[src/rtl/matmul_seq_ctrl_if.sv]
// Bundle between the matmul sequencer and its memory port, datapath and start/busy/done controller.
// master = sequencer side, slave = environment side.
interface matmul_seq_ctrl_if #(
  parameter int WIDTH        = 8,
  parameter int NUM_ELEMENTS = 4,
  parameter int ADDR_W       = 16
);
  localparam int DW = NUM_ELEMENTS * WIDTH;

  logic              start;
  logic [ADDR_W-1:0] src_base;
  logic [ADDR_W-1:0] dst_base;
  logic              busy;
  logic              done;

  logic              mem_rd_en;
  logic [ADDR_W-1:0] mem_rd_addr;
  logic              mem_rd_valid;
  logic [DW-1:0]     mem_rd_data;

  logic              mm_read_en;
  logic [DW-1:0]     mm_rdata;
  logic              mm_write_en;
  logic [DW-1:0]     mm_res;

  logic              mem_wr_en;
  logic [ADDR_W-1:0] mem_wr_addr;
  logic [DW-1:0]     mem_wr_data;
  logic              mem_wr_ack;

  modport master (
    input  start, src_base, dst_base, mem_rd_valid, mem_rd_data, mm_res, mem_wr_ack,
    output busy, done, mem_rd_en, mem_rd_addr, mm_read_en, mm_rdata, mm_write_en,
           mem_wr_en, mem_wr_addr, mem_wr_data
  );

  modport slave (
    output start, src_base, dst_base, mem_rd_valid, mem_rd_data, mm_res, mem_wr_ack,
    input  busy, done, mem_rd_en, mem_rd_addr, mm_read_en, mm_rdata, mm_write_en,
           mem_wr_en, mem_wr_addr, mem_wr_data
  );
endinterface

[src/rtl/matmul_seq_ctrl.sv]
// Sequencer: loads operand beats from memory into the matmul datapath, waits out the multiply, writes result columns back.
// Optional perf_cycles/stall_cycles counters are built when MATMUL_SEQ_PERF_CNT_EN is defined.
module matmul_seq_ctrl #(
  parameter int WIDTH        = 8,
  parameter int NUM_ELEMENTS = 4,
  parameter int MATRIX_WIDTH = 4,
  parameter int ADDR_W       = 16,
  parameter int MULT_LATENCY = 4
) (
  input  logic              clk,
  input  logic              reset,
  matmul_seq_ctrl_if.master io_seq
`ifdef MATMUL_SEQ_PERF_CNT_EN
  ,
  output logic [31:0]       perf_cycles,
  output logic [31:0]       stall_cycles
`endif
);
  localparam int DW         = NUM_ELEMENTS * WIDTH;
  localparam int LOAD_BEATS = MATRIX_WIDTH * MATRIX_WIDTH / 2;
  localparam int BEAT_W     = (LOAD_BEATS > 1) ? $clog2(LOAD_BEATS) : 1;
  localparam int COL_W      = (MATRIX_WIDTH > 1) ? $clog2(MATRIX_WIDTH) : 1;
  localparam int CNT_W      = (MULT_LATENCY > 1) ? $clog2(MULT_LATENCY) : 1;

  typedef enum logic [2:0] {
    S_IDLE, S_RD_REQ, S_RD_WAIT, S_COMPUTE, S_FETCH, S_CAPTURE, S_WR, S_DONE
  } state_t;

  state_t            r_state;
  logic [ADDR_W-1:0] r_src;
  logic [ADDR_W-1:0] r_dst;
  logic [BEAT_W-1:0] r_beat;
  logic [COL_W-1:0]  r_col;
  logic [CNT_W-1:0]  r_cnt;
  logic              r_busy;
  logic              r_done;
  logic              r_rd_en;
  logic [ADDR_W-1:0] r_rd_addr;
  logic              r_mm_rd_en;
  logic [DW-1:0]     r_mm_rdata;
  logic              r_mm_wr_en;
  logic              r_wr_en;
  logic [ADDR_W-1:0] r_wr_addr;
  logic [DW-1:0]     r_wr_data;

  logic [BEAT_W-1:0] w_next_beat;
  logic [COL_W-1:0]  w_next_col;

  assign w_next_beat = r_beat + BEAT_W'(1);
  assign w_next_col  = r_col + COL_W'(1);

  always_ff @(posedge clk) begin
    if (reset) begin
      r_state    <= S_IDLE;
      r_src      <= '0;
      r_dst      <= '0;
      r_beat     <= '0;
      r_col      <= '0;
      r_cnt      <= '0;
      r_busy     <= 1'b0;
      r_done     <= 1'b0;
      r_rd_en    <= 1'b0;
      r_rd_addr  <= '0;
      r_mm_rd_en <= 1'b0;
      r_mm_rdata <= '0;
      r_mm_wr_en <= 1'b0;
      r_wr_en    <= 1'b0;
      r_wr_addr  <= '0;
      r_wr_data  <= '0;
    end else begin
      // Strobes are single-cycle unless a transition below re-arms them.
      r_rd_en    <= 1'b0;
      r_mm_rd_en <= 1'b0;
      r_mm_wr_en <= 1'b0;
      r_done     <= 1'b0;
      case (r_state)
        S_IDLE: begin
          if (io_seq.start) begin
            r_src     <= io_seq.src_base;
            r_dst     <= io_seq.dst_base;
            r_beat    <= '0;
            r_col     <= '0;
            r_busy    <= 1'b1;
            r_rd_en   <= 1'b1;
            r_rd_addr <= io_seq.src_base;
            r_state   <= S_RD_REQ;
          end
        end
        S_RD_REQ: r_state <= S_RD_WAIT;
        S_RD_WAIT: begin
          if (io_seq.mem_rd_valid) begin
            r_mm_rdata <= io_seq.mem_rd_data;
            r_mm_rd_en <= 1'b1;
            if (r_beat == BEAT_W'(LOAD_BEATS - 1)) begin
              r_cnt   <= '0;
              r_state <= S_COMPUTE;
            end else begin
              r_beat    <= w_next_beat;
              r_rd_en   <= 1'b1;
              r_rd_addr <= r_src + ADDR_W'(w_next_beat);
              r_state   <= S_RD_REQ;
            end
          end
        end
        // The first COMPUTE cycle coincides with the final load strobe.
        S_COMPUTE: begin
          if (r_cnt == CNT_W'(MULT_LATENCY - 1)) begin
            r_col      <= '0;
            r_mm_wr_en <= 1'b1;
            r_state    <= S_FETCH;
          end else begin
            r_cnt <= r_cnt + CNT_W'(1);
          end
        end
        S_FETCH: r_state <= S_CAPTURE;
        S_CAPTURE: begin
          r_wr_data <= io_seq.mm_res;
          r_wr_addr <= r_dst + ADDR_W'(r_col);
          r_wr_en   <= 1'b1;
          r_state   <= S_WR;
        end
        S_WR: begin
          if (io_seq.mem_wr_ack) begin
            r_wr_en <= 1'b0;
            if (r_col == COL_W'(MATRIX_WIDTH - 1)) begin
              r_busy  <= 1'b0;
              r_done  <= 1'b1;
              r_state <= S_DONE;
            end else begin
              r_col      <= w_next_col;
              r_mm_wr_en <= 1'b1;
              r_state    <= S_FETCH;
            end
          end
        end
        S_DONE:  r_state <= S_IDLE;
        default: r_state <= S_IDLE;
      endcase
    end
  end

  assign io_seq.busy        = r_busy;
  assign io_seq.done        = r_done;
  assign io_seq.mem_rd_en   = r_rd_en;
  assign io_seq.mem_rd_addr = r_rd_addr;
  assign io_seq.mm_read_en  = r_mm_rd_en;
  assign io_seq.mm_rdata    = r_mm_rdata;
  assign io_seq.mm_write_en = r_mm_wr_en;
  assign io_seq.mem_wr_en   = r_wr_en;
  assign io_seq.mem_wr_addr = r_wr_addr;
  assign io_seq.mem_wr_data = r_wr_data;

`ifdef MATMUL_SEQ_PERF_CNT_EN
  logic [31:0] r_perf;
  logic [31:0] r_stall;

  always_ff @(posedge clk) begin
    if (reset) begin
      r_perf  <= '0;
      r_stall <= '0;
    end else if (r_state == S_IDLE && io_seq.start) begin
      r_perf  <= '0;
      r_stall <= '0;
    end else begin
      if (r_busy) r_perf <= r_perf + 32'd1;
      if (r_state == S_RD_WAIT || (r_state == S_WR && !io_seq.mem_wr_ack))
        r_stall <= r_stall + 32'd1;
    end
  end

  assign perf_cycles  = r_perf;
  assign stall_cycles = r_stall;
`endif
endmodule

[src/flat_wrapper.sv]
// flat-port wrapper written by rule: the top's interface ports become plain ports
module matmul_seq_ctrl_flat 
#(
  parameter int WIDTH        = 8,
  parameter int NUM_ELEMENTS = 4,
  parameter int MATRIX_WIDTH = 4,
  parameter int ADDR_W       = 16,
  parameter int MULT_LATENCY = 4
)
  (clk, reset, io_seq_start, io_seq_src_base, io_seq_dst_base, io_seq_mem_rd_valid, io_seq_mem_rd_data, io_seq_mm_res, io_seq_mem_wr_ack, io_seq_busy, io_seq_done, io_seq_mem_rd_en, io_seq_mem_rd_addr, io_seq_mm_read_en, io_seq_mm_rdata, io_seq_mm_write_en, io_seq_mem_wr_en, io_seq_mem_wr_addr, io_seq_mem_wr_data);
  matmul_seq_ctrl_if #(.WIDTH(WIDTH), .NUM_ELEMENTS(NUM_ELEMENTS), .ADDR_W(ADDR_W)) io_seq_i ();
  input  logic clk;
  input  logic reset;
  input wire logic [$bits(io_seq_i.start)-1:0] io_seq_start;
  input wire logic [$bits(io_seq_i.src_base)-1:0] io_seq_src_base;
  input wire logic [$bits(io_seq_i.dst_base)-1:0] io_seq_dst_base;
  input wire logic [$bits(io_seq_i.mem_rd_valid)-1:0] io_seq_mem_rd_valid;
  input wire logic [$bits(io_seq_i.mem_rd_data)-1:0] io_seq_mem_rd_data;
  input wire logic [$bits(io_seq_i.mm_res)-1:0] io_seq_mm_res;
  input wire logic [$bits(io_seq_i.mem_wr_ack)-1:0] io_seq_mem_wr_ack;
  output wire logic [$bits(io_seq_i.busy)-1:0] io_seq_busy;
  output wire logic [$bits(io_seq_i.done)-1:0] io_seq_done;
  output wire logic [$bits(io_seq_i.mem_rd_en)-1:0] io_seq_mem_rd_en;
  output wire logic [$bits(io_seq_i.mem_rd_addr)-1:0] io_seq_mem_rd_addr;
  output wire logic [$bits(io_seq_i.mm_read_en)-1:0] io_seq_mm_read_en;
  output wire logic [$bits(io_seq_i.mm_rdata)-1:0] io_seq_mm_rdata;
  output wire logic [$bits(io_seq_i.mm_write_en)-1:0] io_seq_mm_write_en;
  output wire logic [$bits(io_seq_i.mem_wr_en)-1:0] io_seq_mem_wr_en;
  output wire logic [$bits(io_seq_i.mem_wr_addr)-1:0] io_seq_mem_wr_addr;
  output wire logic [$bits(io_seq_i.mem_wr_data)-1:0] io_seq_mem_wr_data;
  assign io_seq_i.start = io_seq_start;
  assign io_seq_i.src_base = io_seq_src_base;
  assign io_seq_i.dst_base = io_seq_dst_base;
  assign io_seq_i.mem_rd_valid = io_seq_mem_rd_valid;
  assign io_seq_i.mem_rd_data = io_seq_mem_rd_data;
  assign io_seq_i.mm_res = io_seq_mm_res;
  assign io_seq_i.mem_wr_ack = io_seq_mem_wr_ack;
  assign io_seq_busy = io_seq_i.busy;
  assign io_seq_done = io_seq_i.done;
  assign io_seq_mem_rd_en = io_seq_i.mem_rd_en;
  assign io_seq_mem_rd_addr = io_seq_i.mem_rd_addr;
  assign io_seq_mm_read_en = io_seq_i.mm_read_en;
  assign io_seq_mm_rdata = io_seq_i.mm_rdata;
  assign io_seq_mm_write_en = io_seq_i.mm_write_en;
  assign io_seq_mem_wr_en = io_seq_i.mem_wr_en;
  assign io_seq_mem_wr_addr = io_seq_i.mem_wr_addr;
  assign io_seq_mem_wr_data = io_seq_i.mem_wr_data;
  matmul_seq_ctrl #(.WIDTH(WIDTH), .NUM_ELEMENTS(NUM_ELEMENTS), .MATRIX_WIDTH(MATRIX_WIDTH), .ADDR_W(ADDR_W), .MULT_LATENCY(MULT_LATENCY)) u_core (.clk(clk), .reset(reset), .io_seq(io_seq_i));
endmodule
[config.mk]
export PLATFORM = sky130hd
export DESIGN_NAME = matmul_seq_ctrl_flat
export DESIGN_NICKNAME = d
export VERILOG_FILES = /design/src/rtl/matmul_seq_ctrl_if.sv /design/src/rtl/matmul_seq_ctrl.sv /design/src/flat_wrapper.sv
export SDC_FILE = /design/constraint.sdc
export NUM_CORES = 1
export LEC_CHECK = 0
export CAP_MARGIN = 15
export CORE_MARGIN = 3
export CORE_UTILIZATION = 40
export CTS_BUF_LIST = sky130_fd_sc_hd__clkbuf_4
export DETAILED_ROUTE_END_ITERATION = 10
export GPL_TIMING_DRIVEN = 0
export PLACE_DENSITY = 0.8
export SYNTH_ARGS = -nofsm -noshare
export SYNTH_HDL_FRONTEND = slang
export SYNTH_SLANG_ARGS = --single-unit
export TNS_END_PERCENT = 20
[constraint.sdc]
create_clock -name clk -period 2.2 [get_ports clk]
set_input_delay 0.22 -clock clk [delete_from_list [all_inputs] [get_ports clk]]
set_output_delay 0.22 -clock clk [all_outputs]
set_load 0.01 [all_outputs]
Word level (Yosys, flattened, before mapping)
Index checks and enable logic that the tools add are counted.

Register bits: 144. Latch bits: 0. Memory bits (writable): 0. Memory bits (read-only): 0. Input port bits: 101. Output and inout bits: 102. Logic and storage cells: 99. Memories kept: 0.

$add $sub $neg: 5. Multipliers: 0. Div/mod/pow operators: 0. $lt $le $gt $ge: 0. Eq/ne operators: 19. Shift-type cells: 0. Muxes and demuxes: 40. Bitwise operators: 3. Reductions and logical operators: 16.

Operator list (count): $mux W16 (3); $pmux W16 S2 (1); $pmux W3 S8 (1); $mux W3 (7); $mux W2 (9); $add A16 B2 Y16 (1); $add A16 B3 Y16 (1); $reduce_and A4 Y1 (4); $eq A3 B3 Y1 const B (5); $mux W1 (12); $ne A2 B2 Y1 const B (6); $pmux W1 S2 (4); $reduce_bool A2 Y1 (4); $eq A3 B2 Y1 const B (2); $ne A2 B1 Y1 const B (3); $pmux W2 S3 (1); $pmux W3 S2 (1); $reduce_and A2 Y1 (3); $reduce_and A5 Y1 (1); $add A2 B1 Y2 const B (2); $eq A2 B2 Y1 const B (2); $pmux W2 S2 (1); $add A3 B1 Y3 const B (1); $eq A3 B1 Y1 const B (1); 5 further kinds (7).

Longest topological paths before layout
Word-level depth: 5. Mapped depth: 9. Gate-level depth less buffers: 9.

Worst setup path before layout
No wires, ideal clock.

Path kind: register to register. Start: register u_core.r_beat[0]. End: register u_core.r_rd_addr[3] (netlist: u_core.io_seq.mem_rd_addr[3]). Setup time: 0.086 ns. Arrival: 1.989 ns. Required time: 2.114 ns. Slack: 0.126 ns. Cell stages (with the launch flop): 9. Buffers on the path: 0. Clock period less this slack: 2.074 ns. Path through: dfxtp_1 -> ha_1 -> ha_1 -> ha_1 -> a21oi_1 -> and2_1 -> xnor2_1 -> nand2_1 -> a211oi_1.

Cells in the longest elaborated chain, start to end: 5. Elaborated cells on any way between the ends: 8. Those cells by class: add/sub: 2; eq/ne: 2; mux: 3; reduce/logical: 1.

RTL lines: from (decl) (line matmul_seq_ctrl.sv:32) `logic [BEAT_W-1:0] r_beat;`; from (signal assigned) (line matmul_seq_ctrl.sv:98) `r_beat <= w_next_beat;`; $add A3 B1 Y3 (line matmul_seq_ctrl.sv:49) `assign w_next_beat = r_beat + BEAT_W'(1);`; $add A16 B3 Y16 (line matmul_seq_ctrl.sv:100) `r_rd_addr <= r_src + ADDR_W'(w_next_beat);`; $mux W16 (line matmul_seq_ctrl.sv:94) `if (r_beat == BEAT_W'(LOAD_BEATS - 1)) begin`; $mux W16 (line matmul_seq_ctrl.sv:91) `if (io_seq.mem_rd_valid) begin`; $pmux W16 S2 (line matmul_seq_ctrl.sv:76) `case (r_state)`; to (signal assigned) (line matmul_seq_ctrl.sv:85) `r_rd_addr <= io_seq.src_base;`; to (signal assigned) (line matmul_seq_ctrl.sv:100); to (decl) (line matmul_seq_ctrl.sv:38) `logic [ADDR_W-1:0] r_rd_addr;`.

Several ways; a longest one is shown, not always the timed one. The select of a mux whose other input is x is not followed. A chain may end at the register's enable or synchronous reset.

Worst setup path after layout
Start: register u_core.r_beat[0]. End: register u_core.r_rd_addr[6] (netlist: u_core.io_seq.mem_rd_addr[6]).

The elaborated chain is that of the path after synthesis.

==> impl_metrics.ini <==
[run_status]
status = finished clean

[synthesis]
yosysSeqAreaShare = 0.481
async_flop_share = 0
ys.flop_type = dfxtp_1
avgSynthCellArea_um2 = 8.10
synth_nets = 852
synth_area_leaders = dfxtp_1, nand2_1, a21oi_1
netlist_instances = 740
synthDominantCellAreaShare = 0.481
synthAdderAreaFrac = 0.0255
ys_ff_latch = 144
synth_largest_area_cell = dfxtp_1
yosysUniqueCellTypes = 61
synth_top_family_by_area = simple AND/OR/NAND/NOR gates
yosysMostFrequentCell = nand2_1
ys_warn_count = 0
synthMuxAreaShare = 0.00355
synth_edf_count = 0
netlist_top_cells_count = nand2_1, dfxtp_1, a21oi_1, nor2_1, clkbuf_1
synth_compound_area_frac = 0.167
synth.cell_area_mm2 = 0.00599
synth_xor_xnor_area_share = 0.0380
synthSimpleGateAreaFrac = 0.237

[clock_tree]
clkSinkCount = 144
clkLatencyLatePin_ns = 0.54
h-tree-depth = 4
clockBufferDepth = 2
numCtsBuffers = 17
cts_hold_buffers = 0
root_buffer = clkbuf_4
clk_pin_slew_ns = 0.13
cts_tree = yes

[worst_setup_path]
critical_path.max_fanout = 5
required_ns = 2.68
crit_path_start_kind = flip-flop
end_kind = flip-flop
critPathKind = flip-flop to flip-flop
worstPathArrival_ns = 2.61

[power_and_ir_drop]
vdd_drop_max_mv = 0.538
p_per_area_mw_per_mm2 = 682
power_leakage_nw = 3.01

[timing]
fin_skew_ns = 0.0183
setup_viol = 0
finalWorstPathRequiredPeriod_ns = 2.13
fmaxAchievable_mhz = 469
drv_slew = 0
timing_hold_violations_final = 0
min_period_over_period = 0.968
tightest_slew_ns = 0.661
slew_headroom = 0.559
rsz0062_at_grt = yes
hold_ws_ns = 0.207

[placement]
place.gp.congestion = 0.844
dp_hpwl_um = 12800
dp_cells = 1126
place_area_mm2 = 0.00825
portBuffers = 202

[cells_and_area]
post-route-cell-area_mm2 = 0.00864
area_growth_pct = 44.1
n_antenna_cell = 0
fin_cells = 1158
drive_gt1_frac = 0.0873
fill_cells = 1336
nNetsFinal = 1074
final_util = 0.592

[global_route]
grtUsageTotal = 0.209
grt_overflow = 0
grt_max_degree = 17
antenna_found_initial = 0
grt_pass1_wl_um = 27600
first_global_vias = 5626

[route]
first_iter_violations = 252
vias = 5774
antenna_left = 0
drtPass1Iterations = 5
drt_wl_total_um = 17300
drc = 0
via_per_inst = 4.99
wire_per_inst_um = 15.0

[die]
core-area_mm2 = 0.0146
die_w_um = 128
start_util = 0.411
io_pins = 203
die-area_mm2 = 0.0165
rows = 44
fp.dieH_um = 128

[run]
drv_cap = 0

[worst_hold_path]
hold_class = primary input to flip-flop
==> kinds of logic after synthesis <==
| logic type | count (synthesis) |
|---|---|
| AND/OR/NAND/NOR | 323 |
| AO/OA/AOI/OAI | 174 |
| buffers and inverters | 60 |
| flip-flops | 144 |
| adder cells (fa/ha/maj) | 11 |
| XOR/XNOR | 26 |
| multiplexers | 2 |
==> where the power goes <==
group,switching [mW],internal [mW]
Combinational,0.589,0.561
Sequential,0.121,2.76
Clock,0.947,0.911
==> layout make-up <==
| type | instances | area [µm²] | area share |
|---|---|---|---|
| Clock inverter | 12 | 168 | 0.0194 |
| Multi-Input combinational cell | 536 | 2890 | 0.335 |
| Tap cell | 184 | 230 | 0.0267 |
| Timing Repair Buffer | 203 | 2030 | 0.235 |
| Sequential cell | 144 | 2890 | 0.334 |
| Inverter | 11 | 41.3 | 0.00478 |
| Buffer | 49 | 245 | 0.0284 |
| Clock buffer | 19 | 143 | 0.0165 |
==> metal layers <==
metal,part of all wire,vias to the layer above,wire length [µm],track usage
met5,0,-,0,0
met4,0.0066,0,115,0.0562
met3,0.091,10,1580,0.0726
met2,0.48,207,8260,0.349
met1,0.42,2636,7360,0.258
li1,-,2921,-,-
==> placed cells by master, fill, tap and decap left out, drive strengths merged, types with 8 or more instances in the layout <==
cell,Yosys,final
a21oi,121,121
clkbuf,26,45
nor2,42,42
dfxtp,144,144
ha,9,9
nand2,231,231
clkdlybuf4s50,0,202
xor2,11,11
nand3,8,8
buf,23,24
xnor2,15,15
inv,11,11
a211oi,15,15
nor3,10,10
o21ai,9,9
==> repair_timing <==
item / 4_1_cts / 5_1_grt
setup buffers: 1 / 0
endpoints found under the setup margin: 9 / 14
resized for setup: 7 / 9
pin swaps: 2 / 1
hold endpoints to repair: 0 / 0
==> through the flow <==
stage	TNS, ns	setup WS, ns	power [mW]
finish	0	0.0695	5.89
global route	-0.00222	-0.00158	6.18
CTS	0	0.0126	5.93
detailed placement	-11.21	-0.221	4.07
global placement	-10.78	-0.186	4.05
floorplan	0	0.126	3.53
==> worst max-delay path, cell delays in order (launching register included) <==
cell and delay [ns]:
dfxtp_2 0.38, ha_4 0.28, inv_1 0.05, fa_2 0.35, and2b_2 0.29, o2111ai_2 0.13
xor2_1 0.17, a211o_1 0.32, a21oi_2 0.11
==> final timing paths <==
check	start	endpoint	slack, ns	cells past startpoint
worst max-delay path	u_core.r_beat[0]$_SDFFE_PP0P_	u_core.io_seq.mem_rd_addr[6]$_SDFFE_PP0P_	0.07	8
worst min-delay path	io_seq_dst_base[9]	u_core.r_dst[9]$_SDFFE_PP0P_	0.21	3
worst max register to register	u_core.r_beat[0]$_SDFFE_PP0P_	u_core.io_seq.mem_rd_addr[6]$_SDFFE_PP0P_	0.07	8
worst min register to register	u_core.io_seq.mem_wr_data[10]$_SDFFE_PP0P_	u_core.io_seq.mem_wr_data[10]$_SDFFE_PP0P_	0.46	2
==> state kept, by name (all words and copies together), names as in the netlist <==
register	flops
u_core.io_seq.mem_wr_data	32
u_core.io_seq.mm_rdata	32
u_core.io_seq.mem_rd_addr	16
u_core.io_seq.mem_wr_addr	16
u_core.r_dst	16
u_core.r_src	16
u_core.r_beat	3
u_core.r_state	3
u_core.r_cnt	2
u_core.r_col	2
u_core.io_seq.busy	1
u_core.io_seq.done	1
u_core.io_seq.mem_rd_en	1
u_core.io_seq.mem_wr_en	1
u_core.io_seq.mm_read_en	1
u_core.io_seq.mm_write_en	1
No activity file was read; power rests on OpenSTA's default activity.
